## config.mk

```make
export PLATFORM = sky130hd
export DESIGN_NAME = atm_txn_ctrl
export DESIGN_NICKNAME = d
export VERILOG_FILES = /design/src/rtl/atm_pkg.sv /design/src/rtl/atm_idle_timer.sv /design/src/rtl/atm_txn_ctrl.sv
export SDC_FILE = /design/constraint.sdc
export NUM_CORES = 1
export LEC_CHECK = 0
export ABC_AREA = 1
export CAP_MARGIN = 5
export CORE_UTILIZATION = 60
export CTS_CLUSTER_DIAMETER = 200
export DETAILED_ROUTE_END_ITERATION = 6
export GPL_ROUTABILITY_DRIVEN = 0
export HOLD_SLACK_MARGIN = 0.1
export PLACE_DENSITY = 0.85
export SLEW_MARGIN = 40
export SYNTH_ARGS = -nofsm -noshare
export SYNTH_HDL_FRONTEND = slang
export SYNTH_SLANG_ARGS = --single-unit
```

## constraint.sdc

```tcl
create_clock -name clk -period 3.7 [get_ports clk]
set_input_delay 0.555 -clock clk [delete_from_list [all_inputs] [get_ports clk]]
set_output_delay 0.555 -clock clk [all_outputs]
set_load 0.01 [all_outputs]
```

## src/rtl/atm_pkg.sv

```systemverilog
// rtl/atm_pkg.sv - shared constants and types for the ATM transaction front-end
package atm_pkg;

    localparam int AMT_W      = 8;
    localparam int PIN_DIGITS = 4;
    localparam int PIN_W      = 4 * PIN_DIGITS;

    // Session states, kept as plain constants so older tools see a fixed encoding
    typedef logic [2:0] state_t;
    localparam state_t ST_IDLE   = 3'd0;
    localparam state_t ST_PIN    = 3'd1;
    localparam state_t ST_MENU   = 3'd2;
    localparam state_t ST_AMOUNT = 3'd3;
    localparam state_t ST_ISSUE  = 3'd4;
    localparam state_t ST_WAIT   = 3'd5;
    localparam state_t ST_LOCKED = 3'd6;

    typedef enum logic {
        OP_DEP = 1'b0,
        OP_WDR = 1'b1
    } op_e;

endpackage

```

## src/rtl/atm_idle_timer.sv

```systemverilog
// rtl/atm_idle_timer.sv - idle-cycle counter that fires once after TIMEOUT quiet cycles
module atm_idle_timer #(
    parameter int TIMEOUT = 255
) (
    input  logic clk,
    input  logic rst,
    input  logic clear,
    input  logic tick,
    output logic expire
);

    localparam int             W    = $clog2(TIMEOUT + 1);
    localparam logic [W-1:0]   LAST = W'(TIMEOUT - 1);

    logic [W-1:0] cnt;

    // The tick that would make the count reach TIMEOUT is the expiry tick
    assign expire = tick && (cnt == LAST);

    // Count quiet cycles; any clear or the expiry itself restarts from zero
    always_ff @(posedge clk or negedge rst) begin
        if (!rst) begin
            cnt <= '0;
        end else if (clear || expire) begin
            cnt <= '0;
        end else if (tick) begin
            cnt <= cnt + 1'b1;
        end
    end

endmodule

```

## src/rtl/atm_txn_ctrl.sv

```systemverilog
// rtl/atm_txn_ctrl.sv - PIN session, request pre-check and balance counter initiator
module atm_txn_ctrl
    import atm_pkg::*;
#(
    parameter logic [15:0] PIN_CODE  = 16'h1234,
    parameter int          MAX_TRIES = 3,
    parameter int          TIMEOUT   = 255
) (
    input  logic             clk,
    input  logic             rst,
    input  logic             card_in,
    input  logic             key_valid,
    input  logic [3:0]       key_digit,
    input  logic             op_dep,
    input  logic             op_wdr,
    input  logic [AMT_W-1:0] amount_in,
    input  logic             confirm,
    input  logic             cancel,
    input  logic [AMT_W-1:0] count,
    output logic             inc,
    output logic             dec,
    output logic [AMT_W-1:0] amount,
    output logic             txn_ok,
    output logic             txn_rej,
    output logic             txn_err,
    output logic             timeout,
    output logic             locked,
    output logic             pin_bad
);

    localparam int               TRY_W   = $clog2(MAX_TRIES + 1);
    localparam logic [TRY_W-1:0] TRY_MAX = TRY_W'(MAX_TRIES);
    localparam logic [2:0]       LAST_DIGIT = 3'(PIN_DIGITS - 1);
    localparam logic [AMT_W:0]   AMT_MAX = {1'b0, {AMT_W{1'b1}}};

    state_t             state;
    // Only the earlier digits are stored; the newest digit completes the code in-flight
    logic [PIN_W-5:0]   pin_sr;
    logic [2:0]         digits;
    logic [TRY_W-1:0]   tries;
    op_e                op_q;
    logic [AMT_W-1:0]   amt_q;
    logic [AMT_W-1:0]   bal_q;

    logic               active;
    logic               strobe;
    logic               abort;
    logic [PIN_W-1:0]   pin_next;
    logic [TRY_W-1:0]   tries_inc;
    logic               reject;
    logic [AMT_W-1:0]   exp_bal;
    logic               timer_expire;

    assign active    = (state == ST_PIN) || (state == ST_MENU) || (state == ST_AMOUNT);
    assign strobe    = key_valid || op_dep || op_wdr || confirm;
    assign abort     = active && (!card_in || cancel);
    assign pin_next  = {pin_sr, key_digit};
    assign tries_inc = tries + 1'b1;
    assign exp_bal   = (op_q == OP_DEP) ? bal_q + amt_q : bal_q - amt_q;

    // Pre-check of the confirmed request against the balance seen in the same cycle
    always_comb begin
        reject = 1'b0;
        if (amount_in == '0) begin
            reject = 1'b1;
        end else if (op_q == OP_WDR) begin
            reject = amount_in > count;
        end else begin
            reject = ({1'b0, count} + {1'b0, amount_in}) > AMT_MAX;
        end
    end

    atm_idle_timer #(
        .TIMEOUT(TIMEOUT)
    ) u_idle_timer (
        .clk    (clk),
        .rst    (rst),
        .clear  (!active || strobe),
        .tick   (active && !strobe),
        .expire (timer_expire)
    );

    // Session FSM with registered request and status pulses
    always_ff @(posedge clk or negedge rst) begin
        if (!rst) begin
            state   <= ST_IDLE;
            pin_sr  <= '0;
            digits  <= '0;
            tries   <= '0;
            op_q    <= OP_DEP;
            amt_q   <= '0;
            bal_q   <= '0;
            inc     <= 1'b0;
            dec     <= 1'b0;
            amount  <= '0;
            txn_ok  <= 1'b0;
            txn_rej <= 1'b0;
            txn_err <= 1'b0;
            timeout <= 1'b0;
            locked  <= 1'b0;
            pin_bad <= 1'b0;
        end else begin
            inc     <= 1'b0;
            dec     <= 1'b0;
            txn_ok  <= 1'b0;
            txn_rej <= 1'b0;
            txn_err <= 1'b0;
            timeout <= 1'b0;
            pin_bad <= 1'b0;
            case (state)
                ST_IDLE: begin
                    digits <= '0;
                    if (card_in) state <= ST_PIN;
                end
                ST_PIN: begin
                    if (abort) begin
                        state <= ST_IDLE;
                    end else if (key_valid) begin
                        pin_sr <= pin_next[PIN_W-5:0];
                        if (digits == LAST_DIGIT) begin
                            digits <= '0;
                            if (pin_next == PIN_CODE) begin
                                tries <= '0;
                                state <= ST_MENU;
                            end else begin
                                pin_bad <= 1'b1;
                                tries   <= tries_inc;
                                if (tries_inc == TRY_MAX) begin
                                    state  <= ST_LOCKED;
                                    locked <= 1'b1;
                                end
                            end
                        end else begin
                            digits <= digits + 1'b1;
                        end
                    end else if (timer_expire) begin
                        timeout <= 1'b1;
                        state   <= ST_IDLE;
                    end
                end
                ST_MENU: begin
                    if (abort) begin
                        state <= ST_IDLE;
                    end else if (op_dep) begin
                        op_q  <= OP_DEP;
                        state <= ST_AMOUNT;
                    end else if (op_wdr) begin
                        op_q  <= OP_WDR;
                        state <= ST_AMOUNT;
                    end else if (timer_expire) begin
                        timeout <= 1'b1;
                        state   <= ST_IDLE;
                    end
                end
                ST_AMOUNT: begin
                    if (abort) begin
                        state <= ST_IDLE;
                    end else if (confirm) begin
                        amt_q <= amount_in;
                        bal_q <= count;
                        if (reject) begin
                            txn_rej <= 1'b1;
                            state   <= ST_MENU;
                        end else begin
                            amount <= amount_in;
                            inc    <= (op_q == OP_DEP);
                            dec    <= (op_q == OP_WDR);
                            state  <= ST_ISSUE;
                        end
                    end else if (timer_expire) begin
                        timeout <= 1'b1;
                        state   <= ST_IDLE;
                    end
                end
                ST_ISSUE: begin
                    state <= ST_WAIT;
                end
                ST_WAIT: begin
                    txn_ok  <= (count == exp_bal);
                    txn_err <= (count != exp_bal);
                    state   <= card_in ? ST_MENU : ST_IDLE;
                end
                ST_LOCKED: begin
                    locked <= 1'b1;
                end
                default: begin
                    state <= ST_IDLE;
                end
            endcase
        end
    end

endmodule

```

# Yosys cells after proc, flatten, opt, wreduce, memory -nomap -nowiden
# Index checks and enable logic that the tools add are counted.
# op_classes
n_reduce_logical	28
muxes	61
n_addsub	6
n_eq_ne	20
order_cmp	2
bitwise_logic	4
# op_table
cell	n
$mux W3	16
$mux W1	36
$mux W8	3
$pmux W3 S7	1
$eq A16 B13 Y1 const B	1
$reduce_and A3 Y1	4
$reduce_and A4 Y1	3
$add A8 B8 Y9	1
$eq A3 B2 Y1 const B	3
$eq A3 B3 Y1 const B	3
$gt A9 B8 Y1 const B	1
$add A8 B1 Y8 const B	1
$add A8 B8 Y8	1
$eq A8 B8 Y1	1
$eq A8 B8 Y1 const B	1
$gt A8 B8 Y1	1
$logic_not A8 Y1	1
$logic_or A1 B1 Y1	8
$ne A2 B2 Y1 const B	4
$ne A8 B8 Y1	1
$reduce_bool A2 Y1	4
$sub A8 B8 Y8	1
$pmux W3 S2	1
$reduce_and A6 Y1	1
other kinds (14)	23
# totals
input_bits	28
regBits	61
out_inout_bits	16
word_cells	138

# Longest topological paths before layout
# Gate-level depths: netlist of the first run.
# logic_depth
depth_word	11
ltp_mapped	19
mapped_depth_nobuf	19

# Cells and area by module
# From an unflattened synthesis of the first run, not the netlist that was laid out.
# hier_totals
cells_unflattened	494
hier_area_um2	3813.7
# by_module_without_submodules
module	area_each_um2	seq_area_each_um2	instances	cells_per_inst
atm_txn_ctrl	3333.2	1326.3	1	429
atm_idle_timer	480.5	200.2	1	65

# Worst setup path after synthesis of the first run
# Ideal clock, no wire load.
# synth_path
path_kind	flip-flop to flip-flop
startpoint	reg amt_q[0]
endpoint	reg txn_err
synth_period_minus_slack_ps	2267
required_ps	3587
stages_incl_launch_ff	18
slack_ps	1433
n_path_buf	0
arrival_ps	2154
setup_time_ps	113
path_cell_list	dfrtp_1 -> inv_1 -> ha_1 -> nand3_1 -> o31ai_1 -> xor2_1 -> inv_1 -> ha_1 -> a21oi_1 -> nand2_1 -> a21oi_1 -> inv_1 -> nand2_1 -> nand2_1 -> nor2_1 -> nand3_1 -> nand2_1 -> inv_1
# synth_between
elab_chain_cells	4
word_cells_on_any_way	5
classes_between	add/sub (2); eq/ne (1); mux (2)
# synth_rtl
item	line_no	rtl
start, declared	atm_txn_ctrl.sv:42	logic [AMT_W-1:0] amt_q;
start signal, assigned	atm_txn_ctrl.sv:159	amt_q <= amount_in;
$add A8 B8 Y8 / $sub A8 B8 Y8 (equally long branches)	atm_txn_ctrl.sv:59	assign exp_bal = (op_q == OP_DEP) ? bal_q + amt_q : bal_q - amt_q;
$mux W8 (*)	atm_txn_ctrl.sv:59	
$ne A8 B8 Y1 (*)	atm_txn_ctrl.sv:180	txn_err <= (count != exp_bal);
$mux W1 (*)	atm_txn_ctrl.sv:110	case (state)
end signal, assigned	atm_txn_ctrl.sv:180	
end, declared	atm_txn_ctrl.sv:25	output logic txn_err,
# Every way passes the cells marked *; elsewhere a longest branch is shown, timed or not.
# A chain may end at the register's enable or synchronous reset.

# Worst setup path after layout of the first run
# Same ends and word-level chain as after synthesis.

==> impl_metrics.py, run 1 <==
metrics = {
    "synth": {
        "syn_inst": 477,
        "synth.largest_area_cell": "dfrtp_1",
        "synth-xor-area-share_pct": 2.73,
        "synth.distinct_cells": 35,
        "synth_top_family_by_area": "simple AND/OR/NAND/NOR gates",
        "synth_top_area_share_pct": 41.2,
        "synthTopCellsByArea": "dfrtp_1, nand2_1, ha_1",
        "ys_seq_area_share_pct": 41.2,
        "synth-edff-count": 0,
        "syn-mean-instance-area_sq_um": 7.77,
        "netlist_area_sq_um": 3710,
        "synthMuxAreaShare_pct": 0,
        "ys_warn_count": 0,
        "synth_seq_cells": 61,
        "synth_fa_ha_area_share_pct": 10.2,
        "synth_simple_gate_area_share_pct": 26.7,
        "syn-num-nets": 534,
        "async_flop_share_pct": 100,
        "synth-main-ff-cell": "dfrtp_1",
        "synth-compound-area-share_pct": 9.69,
    },
    "routing": {
        "drtAntennaViolNets": 0,
        "viasPerCell": 5.48,
        "dr_wl_met2_um": 4210,
        "vias": 3307,
        "drtIter0Drc": 199,
        "wirelength_um": 8650,
        "wl_per_cell_um": 14.3,
        "topRoutingLayerUsed": "met4",
        "dr_wl_met3_um": 554,
        "drt_pre_antenna_iters": 5,
        "route.detailed.drc": 0,
        "met1_length_um": 3740,
    },
    "sta": {
        "max-slew-margin-rel_pct": 58.7,
        "hold_viol_final": 0,
        "min_period_over_period_pct": 71.7,
        "finalSetupTns_ps": 0,
        "max_freq_ghz": 0.377,
        "setup_viol": 0,
        "fin_crit_ps": 2650,
        "skew_ps": 7.11,
        "rsz0062_at_grt": "false",
        "final-max-slew-violation-count": 0,
        "tightest_slew_ps": 617,
    },
    "final_layout": {
        "fin_nets": 581,
        "drive_gt1_share_pct": 6.05,
        "seq_area_sq_um": 1530,
        "area_growth_pct": 18.6,
        "fillers": 428,
        "antenna_cells": 0,
        "final_cell_mix": "nand2_1, inv_1, dfrtp_1",
        "multiInputGateArea_sq_um": 1830,
        "layout_commonest_cell": "nand2_1",
    },
    "placement": {
        "io_buffers": 43,
        "dp_hpwl_um": 6340,
    },
    "global_route": {
        "grt_pass1_wl_um": 14300,
        "grt_pass1_vias": 3198,
        "grt_max_degree": 41,
        "antenna_found_initial": 0,
        "grt-ovfl-total": 0,
        "track_usage_pct": 29.2,
    },
    "pwr": {
        "p_comb_share_pct": 8.4,
        "seqPwrFrac_pct": 48.7,
        "total_power_mw": 1.38,
        "ir_drop_mv": 0.333,
        "power_switching_share_pct": 24.3,
        "p_clk_share_pct": 42.9,
        "cellPowerDensity_nw_per_um2": 315,
        "switchingPower_mw": 0.336,
        "power.internal_mw": 1.05,
        "p_leak_nw": 2.26,
    },
    "clock_network": {
        "cts-resized-gates": 0,
        "insertion_delay_ps": 340,
        "cts_made_buffers": 9,
        "post_cts_buffers": 0,
        "clk_pin_slew_ps": 70,
        "root_buffer": "clkbuf_8",
        "hold_buffers": 0,
        "cts_tree": "built",
        "cts.sinks": 61,
        "cts_max_path_buffers": 2,
        "cts_max_level": 3,
    },
    "worst_setup_path": {
        "worstPathArrival_ps": 2890,
        "cp_top_family": "simple AND/OR/NAND/NOR gates",
        "max_stage_delay_ps": 380,
        "crit_type": "flip-flop to flip-flop",
        "cp_max_fo": 5,
        "end_kind": "flip-flop",
        "crit_chain": "inv_1 -> ha_1 -> nand3_1 -> o31ai_1 -> xor2_1 -> inv_1 -> ha_1 -> inv_1 -> nor3_1 -> a21oi_1 -> nand3_1 -> nand2_1 -> nor2_1 -> nand3_1 -> nand2_1 -> inv_1",
        "crit_slowest_cell": "dfrtp_1",
        "path_buf_inv": 4,
        "crit_top_cell": "inv_1",
        "endpoint": "txn_err",
        "r2r_slack_ps": 1050,
        "crit_cells": 16,
        "worstSetupStartpointType": "flip-flop",
        "cp.required_ps": 3930,
        "rr_endpoint": "txn_err",
        "worst-r2r-cell-count": 16,
        "timing.rr.start": "amt_q[0]",
        "startpoint": "amt_q[0]",
    },
    "run": {
        "maxCapViolations": 0,
    },
    "status": {
        "status": "finished, final reports clean",
    },
    "die": {
        "row_count": 28,
        "die-area_sq_um": 6490,
        "die_w_um": 80.6,
        "die_h_um": 80.6,
        "core-area_sq_um": 5960,
        "io_pins": 44,
        "start_util_pct": 62.2,
    },
    "min_path": {
        "hold_path_class": "primary input to async pin",
    },
}
==> through the flow <==
step                      worst slack (ps)  cell area [sq um]  util, %  hold slack [ps]  cells
after floorplan                       1430               3710        -              259    477
after global placement                1040               4190     70.4              465    588
after detailed placement               930               4190     70.4              474    588
after CTS                             1070               4390     73.8              194    604
after global routing                   870               4390     73.8              213    604
final                                 1050               4390     73.8              181    604
==> power by group through the flow <==
| stage | Sequential (mW) | Combinational (mW) | Clock (mW) |
|---|---|---|---|
| finish | 0.674 | 0.117 | 0.593 |
| global route | 0.675 | 0.130 | 0.636 |
| CTS | 0.674 | 0.116 | 0.603 |
| detailed placement | 0.687 | 0.114 | 0 |
| global placement | 0.687 | 0.111 | 0 |
| floorplan | 0.686 | 0.0483 | 0 |
==> layout make-up <==
cell class | instances | share of cell area, %
Clock buffer | 10 | 3.13
Clock inverter | 6 | 1.42
Inverter | 81 | 6.92
Multi-Input combinational cell | 326 | 41.6
Sequential cell | 61 | 34.7
Tap cell | 75 | 2.14
Timing Repair Buffer | 45 | 10.1
==> metal layers <==
| metal | vias to the layer above | track usage, % |
|---|---|---|
| li1 | 1620 | - |
| met1 | 1542 | 36.8 |
| met2 | 129 | 48.6 |
| met3 | 16 | 6.70 |
| met4 | 0 | 10.5 |
| met5 | - | 0 |
==> worst min-delay path by stage <==
stage              start             endpoint  slack, ps  cells after the start
2_1_floorplan        rst            amount[0]        260                      0
3_3_place_gp   pin_sr[3]            pin_sr[7]        470                      2
3_5_place_dp   amount[3]            amount[3]        470                      2
4_1_cts              rst  u_idle_timer.cnt[3]        190                      1
5_1_grt              rst             bal_q[4]        210                      1
6_report             rst             bal_q[5]        180                      1
==> flip-flops by register name (all words and copies together) (netlist names) <==
signal	flops
tries	2
amount	8
bal_q	8
dec	1
pin_bad	1
txn_err	1
u_idle_timer.cnt	8
txn_rej	1
amt_q	8
txn_ok	1
pin_sr	12
locked	1
state	3
digits	3
op_q	1
timeout	1
inc	1
==> kinds of logic after synthesis <==
group | Yosys count
adders and majority gates | 29
buffers and inverters | 90
and+or+nand+nor | 222
AOI/OAI and AO/OA | 65
xor gates and xnor gates | 10
DFF | 61
==> Yosys cell counts, types with 2 or more instances <==
master and n:
a21oi_1 12, buf_2 6, clkbuf_1 2, dfrtp_1 61, fa_1 2, ha_1 27
inv_1 79, inv_2 2, nand2_1 120, nand2_2 2, nand3_1 29, nand4_1 15
nor2_1 34, nor2_4 3, nor3_1 9, nor3b_1 3, o21ai_0 39, o21ai_1 3
o21bai_1 4, o31ai_1 2, or2_2 2, xnor2_1 3, xor2_1 6
Note: power is estimated with default switching activity, not from simulation.
==> run 2, diff against run 1 <==
- CORE_UTILIZATION: 60 -> 56
- PLACE_DENSITY: 0.85 -> 0.8
- clock period: 3.7 -> 2.66 ns (I/O delays scaled with it)
==> run 2 against run 1 <==
Die area increased by 7.0%. Largest cell class unchanged. Sequential share of layout area shrank 1.0 points. Clock power is 42% higher.
==> impl_metrics.py, run 2 (synthesis gave the netlist of run 1 again) <==
metrics = {
    "placement": {
        "dp_hpwl_um": 6670,
        "dp_slack_ps": 57.0,
        "io_buffers": 43,
        "detailed_place.area_sq_um": 4260,
    },
    "global_route": {
        "grt_max_degree": 34,
        "track_usage_pct": 27.2,
        "grt_pass1_wl_um": 14900,
        "grt_pass1_vias": 3291,
        "antenna_found_initial": 0,
        "grt-ovfl-total": 0,
    },
    "worst_setup_path": {
        "crit_slowest_cell": "dfrtp_1",
        "rr_endpoint": "txn_err",
        "end_kind": "flip-flop",
        "worstPathArrival_ps": 2760,
        "max_stage_delay_ps": 450,
        "timing.rr.start": "op_q",
        "r2r_slack_ps": 140,
        "crit_chain": "inv_1 -> nand2_1 -> xor2_1 -> inv_1 -> ha_1 -> nand2_1 -> inv_1 -> nand4_1 -> nand3_1 -> nand2_1 -> nand3_1 -> nand2_1 -> nor2_1 -> nand3_1 -> nand2_1 -> inv_1",
        "cp_max_fo": 7,
        "cp.required_ps": 2900,
        "worstSetupStartpointType": "flip-flop",
        "crit_top_cell": "nand2_1",
        "crit_type": "flip-flop to flip-flop",
        "worst-r2r-cell-count": 16,
    },
    "sta": {
        "hold_viol_final": 0,
        "fin_crit_ps": 2520,
        "worst_slack_ps": 142,
        "max_freq_ghz": 0.397,
        "max-slew-margin-rel_pct": 54.1,
        "setup_viol": 0,
        "whs_ps": 92.7,
        "min_period_over_period_pct": 94.7,
        "final-max-slew-violation-count": 0,
        "tightest_slew_ps": 689,
        "skew_ps": 4.43,
    },
    "final_layout": {
        "design_area_sq_um": 4530,
        "area_growth_pct": 22.2,
        "layout_commonest_cell": "nand2_1",
        "fin_nets": 590,
        "final_cell_mix": "nand2_1, inv_1, dfrtp_1",
        "antenna_cells": 0,
        "largest_register": "pin_sr",
        "drive_gt1_share_pct": 9.29,
        "largest_reg_flops": 12,
    },
    "pwr": {
        "p_leak_nw": 2.31,
        "ir_drop_mv": 0.279,
        "p_clk_share_pct": 43.3,
        "seqPwrFrac_pct": 48.0,
        "p_comb_share_pct": 8.7,
        "switchingPower_mw": 0.505,
        "power_switching_share_pct": 25.9,
        "cellPowerDensity_nw_per_um2": 431,
        "power.internal_mw": 1.45,
        "total_power_mw": 1.95,
    },
    "routing": {
        "wl_per_cell_um": 14.5,
        "wirelength_um": 8950,
        "viasPerCell": 5.41,
        "drtIter0Drc": 204,
        "vias": 3325,
        "drtAntennaViolNets": 0,
        "route.detailed.drc": 0,
        "drt_pre_antenna_iters": 4,
    },
    "clock_network": {
        "cts.sinks": 61,
        "cts_tree": "built",
        "insertion_delay_ps": 340,
        "cts_made_buffers": 9,
        "root_buffer": "clkbuf_8",
        "cts_max_level": 3,
        "cts_max_path_buffers": 2,
        "clk_pin_slew_ps": 70,
        "hold_buffers": 0,
    },
    "min_path": {
        "hold_path_class": "primary input to async pin",
    },
    "run": {
        "maxCapViolations": 0,
    },
    "die": {
        "die_w_um": 83.4,
        "core-area_sq_um": 6390,
        "row_count": 29,
        "die-area_sq_um": 6950,
        "io_pins": 44,
        "die_h_um": 83.4,
        "start_util_pct": 58.0,
    },
    "status": {
        "status": "finished, final reports clean",
    },
}
==> run 2: metal layers <==
metal / vias up / routed length [um] / global-route usage, %
li1: 1633 / - / -
met1: 1566 / 4080 / 36.4
met2: 105 / 4210 / 43.3
met3: 21 / 484 / 7.26
met4: 0 / 169 / 8.62
met5: - / 0 / 0
==> run 2: worst max path at each step <==
| stage | cells past startpoint | startpoint | end | slack [ps] |
|---|---|---|---|---|
| global route | 16 | op_q | txn_err | -30 |
| global placement | 14 | amt_q[2] | txn_err | 130 |
| detailed placement | 13 | amount_in[1] | amount[5] | 60 |
| floorplan | 17 | amt_q[0] | txn_err | 390 |
| CTS | 17 | amt_q[2] | txn_err | 100 |
| finish | 16 | op_q | txn_err | 140 |
==> run 2: layout make-up <==
cell class	count	area, sq um
multi-input cells	326	1880
fillers	500	1860
flip-flops and latches	61	1530
repair buffers	54	520
inverters	81	304
clock buffers	9	124
well taps	77	96.3
clock inverters	7	73.8
==> run 2: metrics by stage <==
step                util (%)  instances  TNS (ps)
floorplan                  -        477         0
global placement        66.7        597         0
detailed placement      66.7        597         0
CTS                     69.8        613         0
global route            70.9        615     -31.5
finish                  70.9        615         0
==> run 2: worst max-delay path: cells and delay by family, from the launching register on <==
| family | cells | cell delay, ps |
|---|---|---|
| XOR/XNOR | 1 | 150 |
| adder cells (fa/ha/maj) | 1 | 360 |
| AND/OR/NAND/NOR | 10 | 1000 |
| flip-flops | 1 | 450 |
| buffers and inverters | 4 | 440 |
==> run 2: timing repair <==
| action | 4_1_cts | 5_1_grt |
|---|---|---|
| buffers inserted | 0 | 2 |
| setup endpoints to repair | 0 | 2 |
| hold endpoints to repair | 0 | 0 |
| gates resized for setup | 0 | 10 |
==> run 2: power by group through the flow <==
stage / registers (mW) / clock network, mW / logic (mW)
final: 0.937 / 0.844 / 0.169
after global routing: 0.937 / 0.900 / 0.189
after CTS: 0.937 / 0.852 / 0.170
after detailed placement: 0.955 / 0 / 0.168
after global placement: 0.955 / 0 / 0.164
after floorplan: 0.955 / 0 / 0.0671
==> run 3, diff against run 2 <==
--- a/config.mk
+++ b/config.mk
@@ -8,10 +8,9 @@
 export ABC_AREA = 1
 export CAP_MARGIN = 5
-export CORE_UTILIZATION = 56
+export CORE_UTILIZATION = 30
 export CTS_CLUSTER_DIAMETER = 200
 export DETAILED_ROUTE_END_ITERATION = 6
 export GPL_ROUTABILITY_DRIVEN = 0
 export HOLD_SLACK_MARGIN = 0.1
-export PLACE_DENSITY = 0.8
 export SLEW_MARGIN = 40
 export SYNTH_ARGS = -nofsm -noshare
==> constraint.sdc (replaced) <==
create_clock -name clk -period 2.66 [get_ports clk]
set_input_delay 0.399 -clock clk [delete_from_list [all_inputs] [get_ports clk]]
set_output_delay 0.399 -clock clk [all_outputs]
set_load 0.02 [all_outputs]
==> run 3 against run 2 <==
Die area grew 84%. Non-clock buffer count rose by 3. Clock skew up 0.94 ps. First-iteration DRC count decreased by 18%. Flip-flop and latch count stayed put. Wire length is 1.7% lower. Register-to-register slack better by 50 ps. Sequential share of layout area fell by 1.3 points. Critical path depth up 2. Largest cell class unchanged. Largest power group is now clock.
==> impl_metrics.py, run 3 (synthesis gave the netlist of run 1 again) <==
metrics = {
    "status": {
        "status": "finished, final reports clean",
    },
    "pwr": {
        "cellPowerDensity_nw_per_um2": 478,
        "p_leak_nw": 2.37,
        "ir_drop_mv": 0.300,
    },
    "sta": {
        "finalSetupTns_ps": 0,
        "max-slew-margin-rel_pct": 62.6,
        "max_freq_ghz": 0.405,
        "min_period_over_period_pct": 92.8,
        "hold_viol_final": 0,
        "tightest_slew_ps": 561,
        "fin_crit_ps": 2470,
        "worst_slack_ps": 192,
        "skew_ps": 5.37,
        "setup_viol": 0,
        "final-max-slew-violation-count": 0,
    },
    "routing": {
        "route.detailed.drc": 0,
        "wl_per_cell_um": 12.8,
        "wirelength_um": 8790,
        "vias": 3196,
        "viasPerCell": 4.65,
        "drt_pre_antenna_iters": 4,
        "drtAntennaViolNets": 0,
        "drtIter0Drc": 167,
    },
    "clock_network": {
        "cts_max_level": 3,
        "cts.sinks": 61,
        "clk_pin_slew_ps": 50,
        "cts_made_buffers": 9,
        "cts_tree": "built",
        "root_buffer": "clkbuf_16",
        "insertion_delay_ps": 330,
        "hold_buffers": 0,
        "cts_max_path_buffers": 2,
    },
    "global_route": {
        "track_usage_pct": 14.7,
        "antenna_found_initial": 0,
        "grt_pass1_vias": 3129,
        "grt-ovfl-total": 0,
        "grt_max_degree": 62,
        "grt_pass1_wl_um": 14500,
    },
    "die": {
        "io_pins": 44,
        "die_h_um": 113,
        "die-area_sq_um": 12800,
        "core-area_sq_um": 12000,
        "die_w_um": 113,
        "row_count": 40,
        "start_util_pct": 30.9,
    },
    "worst_setup_path": {
        "cp_max_fo": 4,
        "worstSetupStartpointType": "flip-flop",
        "cp.required_ps": 2890,
        "end_kind": "flip-flop",
        "worstPathArrival_ps": 2690,
        "crit_type": "flip-flop to flip-flop",
    },
    "final_layout": {
        "design_area_sq_um": 4720,
        "largest_register": "pin_sr",
        "final_cell_mix": "nand2_1, inv_1, dfrtp_1",
        "fin_nets": 593,
        "drive_gt1_share_pct": 9.06,
        "stdcell_count": 688,
        "area_growth_pct": 27.3,
        "layout_commonest_cell": "nand2_1",
        "antenna_cells": 0,
        "largest_reg_flops": 12,
    },
    "placement": {
        "numPlacedInstances": 671,
        "io_buffers": 43,
        "dp_slack_ps": 94.7,
        "dp_hpwl_um": 6720,
        "detailed_place.area_sq_um": 4360,
    },
    "min_path": {
        "hold_path_class": "primary input to async pin",
    },
    "run": {
        "maxCapViolations": 0,
    },
}
-- run 3: cell types whose count changed in the layout (fill, tap and decap cells not counted), moves of 2 or more --
cell / previous run / this run
clkbuf_8: 9 / 1
inv_6: 2 / 0
clkbuf_1: 0 / 2
buf_4: 10 / 13
inv_2: 4 / 2
clkbuf_16: 0 / 9
inv_1: 77 / 79
-- run 3: repair_timing --
item | 4_1_cts | 5_1_grt
buffers inserted | 0 | 1
gates resized for setup | 0 | 8
endpoints found under the setup margin | 0 | 2
-- run 3: power by group --
group          internal, mW  switching [mW]
registers             0.936         0.00320
logic                0.0738          0.0936
clock network         0.747           0.402
-- run 3: path summary, 6_finish.rpt --
path	start	to	slack (ps)	depth (start not counted)
setup / recovery	amt_q[0]	txn_err	190	18
hold / removal	rst	pin_sr[7]	140	2
setup reg to reg	amt_q[0]	txn_err	190	18
hold reg to reg	amount[3]	amount[3]	480	2
max in group asynchronous	rst	dec	2120	2
min in group clk	amount[3]	amount[3]	480	2
-- run 3: through the flow --
step                      hold WS, ps  util, %  power [mW]
final                             138     39.3        2.26
after global routing              208     39.3        2.35
after CTS                         271     38.8        2.28
after detailed placement          469     36.3        1.12
after global placement            468     36.3        1.12
after floorplan                   103        -        1.02
-- run 3: cell type report --
type | instances | area [sq um]
fillers | 1200 | 7290
clock buffers | 12 | 246
flip-flops and latches | 61 | 1530
multi-input cells | 326 | 1880
clock inverters | 4 | 47.5
well taps | 147 | 184
repair buffers | 57 | 534
inverters | 81 | 304
-- run 3: metal layers --
metal | wire length, um | share of wire [%] | up-vias | global-route usage [%]
met1 | 4110 | 47 | 1494 | 18.1
met2 | 4210 | 48 | 46 | 24.7
met3 | 297 | 3.4 | 16 | 3.91
met5 | 0 | 0 | - | 0
met4 | 180 | 2.0 | 0 | 5.35
li1 | - | - | 1640 | -
-- run 3: worst max-delay path, stage by stage (launching register included) --
cell	delay (ps)
dfrtp_1	370
inv_1	90
ha_1	170
nand3_1	120
nand2_1	90
xor2_1	160
inv_1	90
ha_4	290
nand2_1	80
inv_1	80
nand4_1	160
nand3_2	120
nand2_1	60
nand3_1	70
nand2_1	60
nor2_1	110
nand3_1	110
nand2_1	70
inv_1	40
